===== src/rtl/div3_pkg.sv =====
// Shared constants and flag layout for the divide-by-3 family and its inverse.
package div3_pkg;

  localparam int QW    = 15;
  localparam int XW    = 16;
  localparam int RW    = 2;
  localparam int SPLIT = 8;

  // Largest quotient whose canonical reconstruction still fits in XW bits.
  localparam int MAX_Q = ((1 << XW) - 1) / 3;

  typedef enum int {
    ERR_BAD_R = 0,
    ERR_OVF   = 1
  } err_bit_e;

  localparam int ERR_W = 2;
  typedef logic [ERR_W-1:0] err_flags_t;

endpackage


===== src/rtl/mul3_add_16_if.sv =====
// Input/output stream bundle of the multiply-by-3-and-add pipeline.
interface mul3_add_16_if;
  import div3_pkg::*;

  logic          in_valid;
  logic          in_ready;
  logic [QW-1:0] in_q;
  logic [RW-1:0] in_r;
  logic          out_valid;
  logic          out_ready;
  logic [XW-1:0] out_x;
  logic          out_bad_r;
  logic          out_ovf;

  modport slave (
    input  in_valid, in_q, in_r, out_ready,
    output in_ready, out_valid, out_x, out_bad_r, out_ovf
  );

  modport master (
    output in_valid, in_q, in_r, out_ready,
    input  in_ready, out_valid, out_x, out_bad_r, out_ovf
  );

endinterface


===== src/rtl/mul3_add_16_split_add3.sv =====
// Three-operand adder slice: two W-bit operands plus a 0..3 carry-in, 2-bit carry-out.
module split_add3 #(
  parameter int W = 8
) (
  input  logic [W-1:0] a,
  input  logic [W-1:0] b,
  input  logic [1:0]   cin,
  output logic [W-1:0] sum,
  output logic [1:0]   cout
);

  logic [W+1:0] total;

  // Two W-bit operands plus at most 3 need W+2 bits, so the carry is 0..2.
  assign total = {2'b00, a} + {2'b00, b} + {{W{1'b0}}, cin};
  assign sum   = total[W-1:0];
  assign cout  = total[W+1:W];

endmodule


===== src/rtl/mul3_add_16.sv =====
// Two-stage elastic pipeline computing X = 3*Q + R with the carry chain split at SPLIT.
module mul3_add_16
  import div3_pkg::*;
(
  input  logic clk,
  input  logic rst,
  mul3_add_16_if.slave bus
);

  localparam int HW = XW - SPLIT;

  logic          v1, v2;
  logic          adv1, adv2;

  logic [XW-1:0] q_ext, q_dbl;
  logic [SPLIT-1:0] lo_d;
  logic [1:0]       cy_d;

  logic [SPLIT-1:0] lo1;
  logic [1:0]       cy1;
  logic [HW-1:0]    up2_1, up1_1;
  logic             bad1;

  logic [HW-1:0]    hi_sum;
  logic [1:0]       hi_cy;
  logic [XW+1:0]    full;

  logic [XW-1:0]    x2;
  err_flags_t       flags2;

  // Only out_ready reaches in_ready combinationally; data paths are all registered.
  assign adv2         = !v2 || bus.out_ready;
  assign adv1         = !v1 || adv2;
  assign bus.in_ready = adv1;

  // 3*q is formed as (q<<1) + q in the full result width.
  assign q_ext = XW'(bus.in_q);
  assign q_dbl = q_ext << 1;

  split_add3 #(.W(SPLIT)) u_lo (
    .a    (q_dbl[SPLIT-1:0]),
    .b    (q_ext[SPLIT-1:0]),
    .cin  (bus.in_r),
    .sum  (lo_d),
    .cout (cy_d)
  );

  // NOTE: sequential state uses non-blocking assignments so every register
  // samples the pre-edge values, independent of statement order.
  // NOTE: every stage data register is reset, not just the valids, so out_x
  // reads 0 after reset and no stale operand can resurface.
  always_ff @(posedge clk or posedge rst) begin
    if (rst) begin
      v1    <= 1'b0;
      lo1   <= '0;
      cy1   <= '0;
      up2_1 <= '0;
      up1_1 <= '0;
      bad1  <= 1'b0;
    end else if (adv1) begin
      v1 <= bus.in_valid;
      // A bubble only clears v1; operands hold so stage 2 recomputes the same value.
      if (bus.in_valid) begin
        lo1   <= lo_d;
        cy1   <= cy_d;
        up2_1 <= q_dbl[XW-1:SPLIT];
        up1_1 <= q_ext[XW-1:SPLIT];
        bad1  <= (bus.in_r == 2'd3);
      end
    end
  end

  split_add3 #(.W(HW)) u_hi (
    .a    (up2_1),
    .b    (up1_1),
    .cin  (cy1),
    .sum  (hi_sum),
    .cout (hi_cy)
  );

  assign full = {hi_cy, hi_sum, lo1};

  always_ff @(posedge clk or posedge rst) begin
    if (rst) begin
      v2     <= 1'b0;
      x2     <= '0;
      flags2 <= '0;
    end else if (adv2) begin
      v2                <= v1;
      x2                <= full[XW-1:0];
      flags2[ERR_OVF]   <= |full[XW+1:XW];
      flags2[ERR_BAD_R] <= bad1;
    end
  end

  assign bus.out_valid = v2;
  assign bus.out_x     = x2;
  assign bus.out_ovf   = flags2[ERR_OVF];
  assign bus.out_bad_r = flags2[ERR_BAD_R];

endmodule


===== src/flat_wrapper.sv =====
// flat-port wrapper written by rule: the top's interface ports become plain ports
module mul3_add_16_flat import div3_pkg::*;
  (clk, rst, bus_in_valid, bus_in_q, bus_in_r, bus_out_ready, bus_in_ready, bus_out_valid, bus_out_x, bus_out_bad_r, bus_out_ovf);
  mul3_add_16_if bus_i ();
  input  logic clk;
  input  logic rst;
  input wire logic [$bits(bus_i.in_valid)-1:0] bus_in_valid;
  input wire logic [$bits(bus_i.in_q)-1:0] bus_in_q;
  input wire logic [$bits(bus_i.in_r)-1:0] bus_in_r;
  input wire logic [$bits(bus_i.out_ready)-1:0] bus_out_ready;
  output wire logic [$bits(bus_i.in_ready)-1:0] bus_in_ready;
  output wire logic [$bits(bus_i.out_valid)-1:0] bus_out_valid;
  output wire logic [$bits(bus_i.out_x)-1:0] bus_out_x;
  output wire logic [$bits(bus_i.out_bad_r)-1:0] bus_out_bad_r;
  output wire logic [$bits(bus_i.out_ovf)-1:0] bus_out_ovf;
  assign bus_i.in_valid = bus_in_valid;
  assign bus_i.in_q = bus_in_q;
  assign bus_i.in_r = bus_in_r;
  assign bus_i.out_ready = bus_out_ready;
  assign bus_in_ready = bus_i.in_ready;
  assign bus_out_valid = bus_i.out_valid;
  assign bus_out_x = bus_i.out_x;
  assign bus_out_bad_r = bus_i.out_bad_r;
  assign bus_out_ovf = bus_i.out_ovf;
  mul3_add_16 u_core (.clk(clk), .rst(rst), .bus(bus_i));
endmodule

===== config.mk =====
export PLATFORM = sky130hd
export DESIGN_NAME = mul3_add_16_flat
export DESIGN_NICKNAME = d
export VERILOG_FILES = /design/src/rtl/div3_pkg.sv /design/src/rtl/mul3_add_16_if.sv /design/src/rtl/mul3_add_16_split_add3.sv /design/src/rtl/mul3_add_16.sv /design/src/flat_wrapper.sv
export SDC_FILE = /design/constraint.sdc
export NUM_CORES = 1
export LEC_CHECK = 0
export ABC_CLOCK_PERIOD_IN_PS = 5340
export BUFFER_PORTS_ARGS = -buffer_cell sky130_fd_sc_hd__buf_2
export CAP_MARGIN = 0
export CORE_MARGIN = 2
export CORE_UTILIZATION = 41
export CTS_BUF_LIST = sky130_fd_sc_hd__clkbuf_16
export CTS_CLUSTER_SIZE = 16
export DETAILED_ROUTE_END_ITERATION = 12
export GPL_TIMING_DRIVEN = 0
export SYNTH_ARGS = -nofsm -noshare
export SYNTH_HDL_FRONTEND = slang
export SYNTH_HIERARCHICAL = 1
export SYNTH_SLANG_ARGS = --single-unit

===== constraint.sdc =====
create_clock -name clk -period 5.34 [get_ports clk]
set_input_delay 0.267 -clock clk [delete_from_list [all_inputs] [get_ports clk]]
set_output_delay 0.267 -clock clk [all_outputs]
set_load 0.005 [all_outputs]

* Yosys cells after proc, flatten, opt, wreduce, memory -nomap -nowiden
Index checks and enable logic that the tools add are counted.
** Operators by class
- Reduce and logical (&&, ||, !) cells :: 6
- Multipliers :: 0
- Bitwise operators :: 0
- Add/subtract/negate cells :: 4
- Multiplexer cells :: 0
- Shift operators :: 0
- Eq/ne operators :: 1
- Order comparisons :: 0
- Div/mod/pow operators :: 0
** Operator list (count)
- 10-bit by 2-bit adder with 10-bit output :: 2
- 8-bit by 7-bit adder with 9-bit output :: 1
- 8-bit by 8-bit adder with 9-bit output :: 1
- 2-bit == test, second input constant :: 1
- 1-bit zero test :: 2
- 1-bit logical OR :: 2
- 2-bit AND reduction :: 1
- 2-bit OR reduction :: 1
** Word-level totals
- Bits in latches :: 0
- RAM bits :: 0
- Register bits after elaboration :: 46
- Word-level logic and storage cells :: 20
- Input bits :: 21
- Output and inout port bits :: 20
- Memories kept :: 0
- Memory bits (read-only) :: 0

* Logic depth before layout (Yosys ltp)
- Word-level depth :: 4
- Depth in mapped cells :: 11
- Mapped depth without buffers :: 11

* Hierarchy
Netlist, hierarchy kept.
** Modules (own cells, without submodules)
- mul3_add_16 :: instances 1, seq. area each 975.9 um^2, cells an instance 89, area each 1532.7 um^2
- split_add3 :: instances 2, seq. area each 0.0 um^2, cells an instance 57, area each 447.9 um^2

* Least setup slack after synthesis
OpenSTA, ideal clock, no wires.
- Kind :: reg-to-reg
- Start point :: register u_core.up2_1[1]
- End point :: register u_core.x2[13] (netlist: u_core/bus.out_x[13])
- Buffers on the path :: 0
- Arrival :: 2181 ps
- Data required time :: 5215 ps
- Setup slack :: 3034 ps
- Cell stages (with the launch flop) :: 9
- Library setup time :: 125 ps
- Period minus slack after synthesis :: 2306 ps
- Path through :: dfrtp_1 -> fa_1 -> ha_1 -> fa_1 -> a21oi_1 -> inv_1 -> a21oi_1 -> xnor2_1 -> mux2_2
** On the way
- Word-level cells in the longest chain between the ends :: 2
** Ends and longest elaborated chain
- start, declared :: RTL line mul3_add_16.sv:21 : logic [HW-1:0] up2_1, up1_1;
- start signal, assigned :: RTL line mul3_add_16.sv:66 : up2_1 <= q_dbl[XW-1:SPLIT];
- 8-bit by 7-bit adder with 9-bit output :: RTL line mul3_add_16_split_add3.sv:15 : assign total = {2'b00, a} + {2'b00, b} + {{W{1'b0}}, cin};
- 10-bit by 2-bit adder with 10-bit output :: RTL line mul3_add_16_split_add3.sv:15
- net u_core.hi_sum[5] :: RTL line mul3_add_16.sv:24 : logic [HW-1:0] hi_sum;
- end signal, assigned :: RTL line mul3_add_16.sv:90 : x2 <= full[XW-1:0];
- end, declared :: RTL line mul3_add_16.sv:28 : logic [XW-1:0] x2;
The timed path passes the listed nets, and every way through them passes these cells.
A chain may end at the register's enable or synchronous reset.

* Worst setup path after layout
Same ends and word-level chain as after synthesis.

==> reports/qor.txt <==
Status: finished, final reports clean
Clk sink count: 39
Layout cells sized above 1: 36.5%
Vias: 1598
Setup Buffers After CTS: 0
Sequential area share after synthesis: 40.2%
Fillers: 573
Ys Warns: 6
Final period util: 45.8%
# setup viols final: 0
WL/cell: 12.8 um
Met3 global-route usage: 3.67%
Distinct cells, synth: 33
Reg2Reg Setup Slack: 2890 ps
Layout area overhead: 17.9%
Pleak: 1.41 nW
Htree depth: 2
Initial antenna violation count: 0
Total gr overflow: 0
R2R Path Start: u_core/up2_1[1]$_DFFE_PP0P_
Core outline area: 0.00582 mm2
Met1 Usage GRT: 17.3%
Area of the multi-input gates: 0.00136 mm2
Die ar.: 0.00656 mm2
Die width: 81.0 um
Ant. Diodes: 0
Syn Inst Count: 203
Critical Path Fanout Max: 3
HP Class: in -> async
Worst-Margin Slew: 794 ps
WS Path Type: reg -> reg
Initial DRC Count: 29
GR Util met2: 24.4%
Pint: 0.798 mW
First-pass GRT wire length: 7130 um
Starting Density: 41.8%
Hold Fails Final Rpt: 0
Number of I/O port buffers: 40
Worst hold-check slack: 156 ps
TritonCTS Buffers: 5
Die height: 81.0 um
Power density over the cells: 400 mW/mm2
Worst R2R End: u_core/bus.out_x[13]$_DFFE_PP0P_
Syn avg cell area: 12.0 um2
Sequential fraction of design power: 38.8%
Synthesized area: 0.00243 mm2
Most common cell after layout, fill and taps aside: buf_2
Relative slew slack: 47.0%
TritonCTS clock tree: built
Highest-count cells in the layout ignoring fill and taps: 42 x buf_2, 39 x dfrtp_1, 26 x ha_1
Total Wirelength: 4200 um
Pre-antenna DRT Iters: 4
Final worst slack: 2890 ps
Clock power frac: 24.0%
Worst-skew pair later-pin latency: 270 ps
Routed vias/inst: 4.89
Clk root buf: clkbuf_16
HPWL Detailed: 3240 um
Critical Path Source Type: register
CP Capture Type: register
Worst-path clk slew: 60 ps
Routed Antenna Nets: 0
Psw: 0.347 mW
Layout Nets: 304
Setup TNS Final: 0 ps
FF/Latch Area: 976 um2
Worst EP arrival: 2610 ps
Cell row count: 28
Max Cap Viol: 0
RSZ-0062 raised after global routing: false
Fin area: 0.00286 mm2
Routability cong.: 0.828
I/O Pins: 41
Clk_skew: 2.16 ps
GR peak layer: met2
Worst slack at placement: 2910 ps
Crit path required time: 5500 ps
DP Area: 0.00273 mm2
Quantity of gates resized following cts: 0
Aggregate global-route resource usage: 14.2%
Post-CTS Hold Buffers: 0
Slew Viols, Final: 0
Largest net degree at the start of global routing: 40
Sw frac: 30.3%
Logic pwr share: 37.2%
Cells on worst reg2reg path: 8
Period minus WS final: 2450 ps
Maximum clock rate: 409 MHz
Clk buf depth: 2
Layout Utilization: 49.2%
Vias in the first global route: 1617
Synth Register Bits: 39
Drt drc: 0
Worst ir drop on vdd: 150 uV
[worst max path at each step]
stage	cells past startpoint	to	startpoint	slack [ps]
finish	8	u_core/bus.out_x[13]$_DFFE_PP0P_	u_core/up2_1[1]$_DFFE_PP0P_	2890
global route	8	u_core/bus.out_x[13]$_DFFE_PP0P_	u_core/up2_1[1]$_DFFE_PP0P_	2710
CTS	8	u_core/bus.out_x[13]$_DFFE_PP0P_	u_core/up2_1[1]$_DFFE_PP0P_	2880
detailed placement	9	u_core/lo1[5]$_DFFE_PP0P_	bus_in_q[0]	2910
global placement	8	u_core/bus.out_x[13]$_DFFE_PP0P_	u_core/up2_1[1]$_DFFE_PP0P_	2900
floorplan	8	u_core/bus.out_x[13]$_DFFE_PP0P_	u_core/up2_1[1]$_DFFE_PP0P_	3030
[synthesized netlist by cell type, drive strengths merged]
cell	number	area share, %
and4b	2	0.82
dfrtp	39	40
inv	17	2.6
nor2b	2	0.52
nor2	10	1.5
fa	6	4.9
a21oi	13	3.0
buf	3	1.2
a221oi	2	0.72
mux2	35	18
or4	2	0.62
and3	1	0.26
conb	1	0.15
nand3b	1	0.82
o211ai	2	0.62
a311o	2	0.82
nor3	2	0.41
xor2	4	1.4
a22o	1	0.41
ha	26	13
nand2	13	2.9
nand2b	4	1.1
nand3	8	1.6
xnor2	4	1.4
o21ai	2	0.41
or2b	1	0.31
[metrics by stage]
| step | instances | total power [mW] |
|---|---|---|
| after CTS | 327 | 1.17 |
| after floorplan | 204 | 0.746 |
| after detailed placement | 319 | 0.882 |
| final | 327 | 1.15 |
| after global routing | 327 | 1.24 |
| after global placement | 319 | 0.869 |
[cell families after synthesis]
logic type | after synthesis | synth area share [%]
AOI/OAI and AO/OA | 22 | 5.98
xor gates and xnor gates | 8 | 2.88
other | 1 | 0.154
muxes | 35 | 17.6
buffers and inverters | 20 | 3.86
adders and majority gates | 32 | 18.3
DFF | 39 | 40.2
and+or+nand+nor | 46 | 11.0
[metal layers]
layer / wire length [um] / vias up
met3: 148 / 2
li1: - / 806
met4: 17 / 0
met5: 0 / -
met2: 2050 / 26
met1: 1980 / 764
[power groups by stage]
| stage | combinational (mW) | clock (mW) | sequential, mW |
|---|---|---|---|
| 3_5_place_dp | 0.430 | 0 | 0.451 |
| 5_1_grt | 0.485 | 0.296 | 0.458 |
| 6_report | 0.426 | 0.274 | 0.444 |
| 3_3_place_gp | 0.420 | 0 | 0.449 |
| 4_1_cts | 0.434 | 0.286 | 0.446 |
| 2_1_floorplan | 0.299 | 0 | 0.447 |
[layout make-up]
type | instances | area share [%]
flip-flops and latches | 39 | 34.1
inverters | 17 | 2.23
well taps | 75 | 3.28
plain buffers | 3 | 1.05
clock buffers | 5 | 4.37
repair buffers | 40 | 6.99
multi-input cells | 145 | 47.6
clock inverters | 3 | 0.437
[flip-flops by register name, summed over array words and instances, names as in the netlist]
signal,cells
u_core/bad1,1
u_core/bus.out_valid,1
u_core/bus.out_x,16
u_core/cy1,2
u_core/flags2,2
u_core/lo1,8
u_core/up2_1,8
u_core/v1,1
[worst max-delay path: stages (launching register included)]
cell and delay (ps):
dfrtp_1 410, fa_1 480, ha_1 230, fa_1 420, a21oi_1 210, inv_1 60, a21oi_1 170, xnor2_1 80
mux2_2 260
(Power assumes the default switching activity.)
